## src/rtl/cardio_pkg.sv

```systemverilog
// Shared types and helpers for the streaming cardio risk scorer.
package cardio_pkg;

  localparam int unsigned MODE_W = 2;
  localparam int unsigned SAT_W  = 16;

  typedef enum logic [MODE_W-1:0] {
    MODE_OFF  = 2'b00,
    MODE_GT   = 2'b01,
    MODE_LT   = 2'b10,
    MODE_FLAG = 2'b11
  } mode_e;

  typedef enum logic {
    ACCUM = 1'b0,
    DONE  = 1'b1
  } state_e;

  // Increment by inc, clamping at max.
  function automatic logic [SAT_W-1:0] sat_add(input logic [SAT_W-1:0] a,
                                               input logic             inc,
                                               input logic [SAT_W-1:0] max);
    logic [SAT_W-1:0] r;
    r = a;
    if (inc && (a < max)) r = a + SAT_W'(1);
    return r;
  endfunction

endpackage

```

## src/rtl/cardio_feat_eval.sv

```systemverilog
// Evaluates one reconstructed feature value against its configured rule.
module cardio_feat_eval
  import cardio_pkg::*;
#(
  parameter int unsigned FEAT_W = 8
) (
  input  logic [FEAT_W-1:0] value,
  input  mode_e             mode,
  input  logic [FEAT_W-1:0] thr,
  output logic              hit
);

  always_comb begin
    hit = 1'b0;
    unique case (mode)
      MODE_OFF:  hit = 1'b0;
      MODE_GT:   hit = (value > thr);
      MODE_LT:   hit = (value < thr);
      MODE_FLAG: hit = value[0];
      default:   hit = 1'b0;
    endcase
  end

endmodule

```

## src/rtl/cardio_score_stream.sv

```systemverilog
// Streams XOR-shared features, one per beat, and accumulates a saturating
// per-record risk score with valid/ready handshakes on both sides.
module cardio_score_stream
  import cardio_pkg::*;
#(
  parameter int unsigned NUM_FEAT = 7,
  parameter int unsigned FEAT_W   = 8,
  parameter int unsigned SCORE_W  = 4
) (
  input  logic                       clk,
  input  logic                       rst,
  input  logic [2*NUM_FEAT-1:0]      cfg_mode,
  input  logic [FEAT_W*NUM_FEAT-1:0] cfg_thr,
  input  logic                       in_valid,
  output logic                       in_ready,
  input  logic [FEAT_W-1:0]          in_share_a,
  input  logic [FEAT_W-1:0]          in_share_b,
  input  logic                       in_last,
  output logic                       out_valid,
  input  logic                       out_ready,
  output logic [SCORE_W-1:0]         out_score,
  output logic                       out_err
);

  localparam int unsigned IDX_W = $clog2(NUM_FEAT + 1);
  localparam logic [SCORE_W-1:0] SCORE_MAX = '1;

  state_e             state_q, state_d;
  logic [IDX_W-1:0]   idx_q, idx_d;
  logic [SCORE_W-1:0] acc_q, acc_d;
  logic               err_q, err_d;

  mode_e              cur_mode;
  logic [FEAT_W-1:0]  cur_thr;
  logic [FEAT_W-1:0]  value;
  logic               hit;
  logic               beat;
  logic               overflow;

  // Rule select by idx; overflow beats fall through to the disabled default.
  always_comb begin
    cur_mode = MODE_OFF;
    cur_thr  = '0;
    for (int i = 0; i < int'(NUM_FEAT); i++) begin
      if (idx_q == IDX_W'(i)) begin
        cur_mode = mode_e'(cfg_mode[2*i +: 2]);
        cur_thr  = cfg_thr[FEAT_W*i +: FEAT_W];
      end
    end
  end

  assign value = in_share_a ^ in_share_b;

  cardio_feat_eval #(.FEAT_W(FEAT_W)) u_eval (
    .value (value),
    .mode  (cur_mode),
    .thr   (cur_thr),
    .hit   (hit)
  );

  assign in_ready = (state_q == ACCUM) & ~rst;
  assign beat     = in_valid & in_ready;
  assign overflow = (idx_q == IDX_W'(NUM_FEAT));

  always_comb begin
    state_d = state_q;
    idx_d   = idx_q;
    acc_d   = acc_q;
    err_d   = err_q;
    unique case (state_q)
      ACCUM: begin
        if (beat) begin
          acc_d = SCORE_W'(sat_add(SAT_W'(acc_q), hit, SAT_W'(SCORE_MAX)));
          if (overflow) err_d = 1'b1;
          else          idx_d = idx_q + IDX_W'(1);
          if (in_last) begin
            if (idx_q != IDX_W'(NUM_FEAT - 1)) err_d = 1'b1;
            state_d = DONE;
          end
        end
      end
      DONE: begin
        if (out_ready) begin
          state_d = ACCUM;
          idx_d   = '0;
          acc_d   = '0;
          err_d   = 1'b0;
        end
      end
      default: state_d = ACCUM;
    endcase
  end

  always_ff @(posedge clk) begin
    if (rst) begin
      state_q <= ACCUM;
      idx_q   <= '0;
      acc_q   <= '0;
      err_q   <= 1'b0;
    end else begin
      state_q <= state_d;
      idx_q   <= idx_d;
      acc_q   <= acc_d;
      err_q   <= err_d;
    end
  end

  // Result registers are presented directly; reset forces the idle view.
  assign out_valid = (state_q == DONE) & ~rst;
  assign out_score = rst ? '0 : acc_q;
  assign out_err   = err_q & ~rst;

endmodule
```

## config.mk

```make
export PLATFORM = sky130hd
export DESIGN_NAME = cardio_score_stream
export DESIGN_NICKNAME = d
export VERILOG_FILES = /design/src/rtl/cardio_pkg.sv /design/src/rtl/cardio_feat_eval.sv /design/src/rtl/cardio_score_stream.sv
export SDC_FILE = /design/constraint.sdc
export NUM_CORES = 1
export LEC_CHECK = 0
export CAP_MARGIN = 20
export CELL_PAD_IN_SITES_DETAIL_PLACEMENT = 1
export CELL_PAD_IN_SITES_GLOBAL_PLACEMENT = 1
export CORE_AREA = 2 2 82 84
export DETAILED_ROUTE_END_ITERATION = 10
export DIE_AREA = 0 0 84 86
export HOLD_SLACK_MARGIN = 0.1
export PLACE_DENSITY_LB_ADDON = 0.1
export SLEW_MARGIN = 20
export SYNTH_ARGS = -nofsm -noshare
export SYNTH_HDL_FRONTEND = slang
export SYNTH_SLANG_ARGS = --single-unit
```

## constraint.sdc

```tcl
create_clock -name clk -period 3.8 [get_ports clk]
set_input_delay 0.57 -clock clk [delete_from_list [all_inputs] [get_ports clk]]
set_output_delay 0.57 -clock clk [all_outputs]
set_load 0.01 [all_outputs]
```

==> run metrics <==
status completed; Syn Area/Cell 7.21 um^2; Critical Path Fanout Max 8; critical path startpoint idx_q[1]$_SDFFE_PP0P_; crit path time final 3530 ps; grt ovf 0; worst hold-check path type flip-flop to flip-flop; Worst Path Class, Setup flip-flop to flip-flop; Total GRT Usage 15.2%; Synth area leaders ha_1 (13%), dfxtp_1 (12%), nand2_1 (7.7%); Port Buf Inserts 97; antenna-violating nets left 0; reg-to-reg endpoint acc_q[0]$_SDFFE_PP0P_; clk_lat worst skew 240 ps; Pre-antenna DRT Iters 4; gp weighted congestion 0.758; Post-DP Area 2510 um^2; Root Driver clkbuf_8; WHS 464 ps; final setup violation count 0; Static Leakage 0.968 nW; routed vias/inst 4.97; Total Die Area 7220 um^2; Die X-Extent 84 um; I/O Pins 98; Netlist cell types 45; f_max 0.283 GHz; post-route cell area 2590 um^2; fillers 786; area share of the largest cell type after synthesis 12.8%; Final #Nets 404; Post-Route WL 5750 um; placed cell count 369; Peak VDD IR 0.188 mV; worst-margin pin slew 603 ps; Tcrit/Tclk final 93.0%; CTS Buf Count 3; TNS Setup 0 ps; fraction of registers with async set or reset after synthesis 0%; PwrDens 189 nW/um^2; Final Hold Fails 0; Reg2Reg Setup Slack 270 ps; Area Overhead vs Synth 76.7%; Ys Warns 0; Seq/Total Area, Yosys 12.3%; Worst Setup End Kind flip-flop; number of global-route vias before repair 1974; Vias 1858; placed wire-length estimate 4750 um; Final Slew Violations 0; Post-Layout Cell Count 374; CTS tree built; initial antenna violation count 0; post-synth net total 309; hold_buf cts 0; CP endpoint acc_q[0]$_SDFFE_PP0P_; ys flop type dfxtp_1; Max-Cap Viols 0; #FFs+latches synth 9; Clock Tree Buf Depth 2; layout cells sized above 1 8.75%; Slew HR 59.8%; n_diodes 0; pin count of the biggest net entering global routing 18; Die Y 86 um; Clock transition at path regs 50 ps; required time worst endpoint 3970 ps; Critical Path AT 3700 ps; Fin Clk Skew 4.06 ps; RSZ-0062 raised after global routing false; Mapped Area 1460 um^2; Iter 0 DRT Violations 47; R2R Path Start idx_q[1]$_SDFFE_PP0P_; CP Launch Type flip-flop; Syn Inst Count 203; Starting Density 23.3%; wire per inst 15.4 um; TritonCTS Sinks 9; drt drc 0; first-pass GRT wire length 9180 um; H-tree Lvls 1; number of synthesized flops with an enable pin 0; row count 29; Layout Utilization 41.2%; largest area contributor in the netlist ha_1; Worst Reg-to-Reg Cells 16; Core Box Area 6280 um^2
[cells by family (layout without fill, tap and decap cells)]
kind of cell	after synthesis	in the layout	share of synthesized area [%]
AND/OR/NAND/NOR	71	71	23.8
adder cells (fa/ha/maj)	15	15	12.8
flip-flops	9	9	12.3
AO/OA/AOI/OAI	75	75	36.8
multiplexers	5	5	3.50
buffers and inverters	20	114	5.90
XOR/XNOR	8	8	4.79
[how the worst min path moves through the flow]
stage / startpoint / endpoint / slack [ps] / cells after the start
finish: err_q$_SDFFE_PP0P_ / err_q$_SDFFE_PP0P_ / 460 / 1
floorplan: err_q$_SDFFE_PP0P_ / err_q$_SDFFE_PP0P_ / 430 / 1
detailed placement: err_q$_SDFFE_PP0P_ / err_q$_SDFFE_PP0P_ / 450 / 1
global placement: err_q$_SDFFE_PP0P_ / err_q$_SDFFE_PP0P_ / 450 / 1
CTS: err_q$_SDFFE_PP0P_ / err_q$_SDFFE_PP0P_ / 470 / 1
global route: err_q$_SDFFE_PP0P_ / err_q$_SDFFE_PP0P_ / 500 / 1
[where the power goes]
part	leakage, nW	internal, mW	switching, mW
Clock	0.0255	0.0719	0.0432
Combinational	0.870	0.163	0.107
Sequential	0.0732	0.0988	0.00486
Total	0.968	0.334	0.156
[final cells by class]
class                      count  area (um^2)  area share, %
clock buffer                   3         41.3           1.60
clock inverter                 1         5.00          0.194
inverter                       7         26.3           1.02
multi-input combinational    174         1220           47.2
sequential                     9          180           6.97
tap                           77         96.3           3.73
timing repair buffer         103         1020           39.3
[Yosys cell counts, drive strengths merged (3+ instances only)]
cell type  count
a21oi         13
o21ai         21
nor2          16
nand3          3
o211ai        10
inv            6
a221oi         9
o311ai         8
nand2         30
ha            15
mux2i          4
xor2           7
buf            7
nor2b         11
dfxtp          9
clkbuf         6
[flip-flops by register name, summed over array words and instances, names as in the netlist]
signal   count
acc_q        4
idx_q        3
err_q        1
state_q      1
[cells in the final DEF (no fill, tap or decap), types with 2 or more instances in the layout]
| cell | n |
|---|---|
| inv_1 | 6 |
| o211ai_1 | 10 |
| ha_1 | 14 |
| nand2_1 | 30 |
| o21ai_0 | 4 |
| nand3_1 | 3 |
| clkdlybuf4s50_1 | 97 |
| o21ai_1 | 17 |
| nor2_1 | 16 |
| and2_1 | 2 |
| clkbuf_8 | 3 |
| nand4_1 | 2 |
| dfxtp_1 | 9 |
| a221oi_1 | 8 |
| a21oi_1 | 12 |
| a31oi_1 | 2 |
| mux2i_1 | 3 |
| xor2_1 | 7 |
| o21a_1 | 2 |
| o311ai_1 | 8 |
| nor2b_1 | 8 |
| nor2b_4 | 2 |
| buf_4 | 6 |
[stage by stage]
stage               setup slack [ps]  power (mW)
floorplan                        648       0.234
global placement                 301       0.368
detailed placement              95.2       0.372
CTS                             95.9       0.490
global route                    4.36       0.529
finish                           265       0.489
[per-layer routing]
| metal | track usage (%) | wire length, um |
|---|---|---|
| met1 | 19.9 | 2640 |
| met4 | 2.20 | 38 |
| met3 | 2.02 | 237 |
| met5 | 0 | 0 |
| met2 | 27.3 | 2830 |
[what timing repair did]
action	in CTS	in global routing
setup buffers	0	1
gates resized for setup	0	7
setup endpoints to repair	0	4
[critical path, stage by stage (launching register included)]
cell      delay (ps)
dfxtp_1          370
inv_1             80
ha_1             280
nor3b_4          220
buf_4            180
a221oi_1          90
o311ai_1         300
o21ai_1          130
o211ai_1         190
o21ai_1          120
ha_1             330
a21oi_1           70
o21ai_0          320
o21ai_0          150
mux2i_2          250
o211a_1          220
mux2i_1          180
Note: power is estimated with default switching activity, not from simulation.
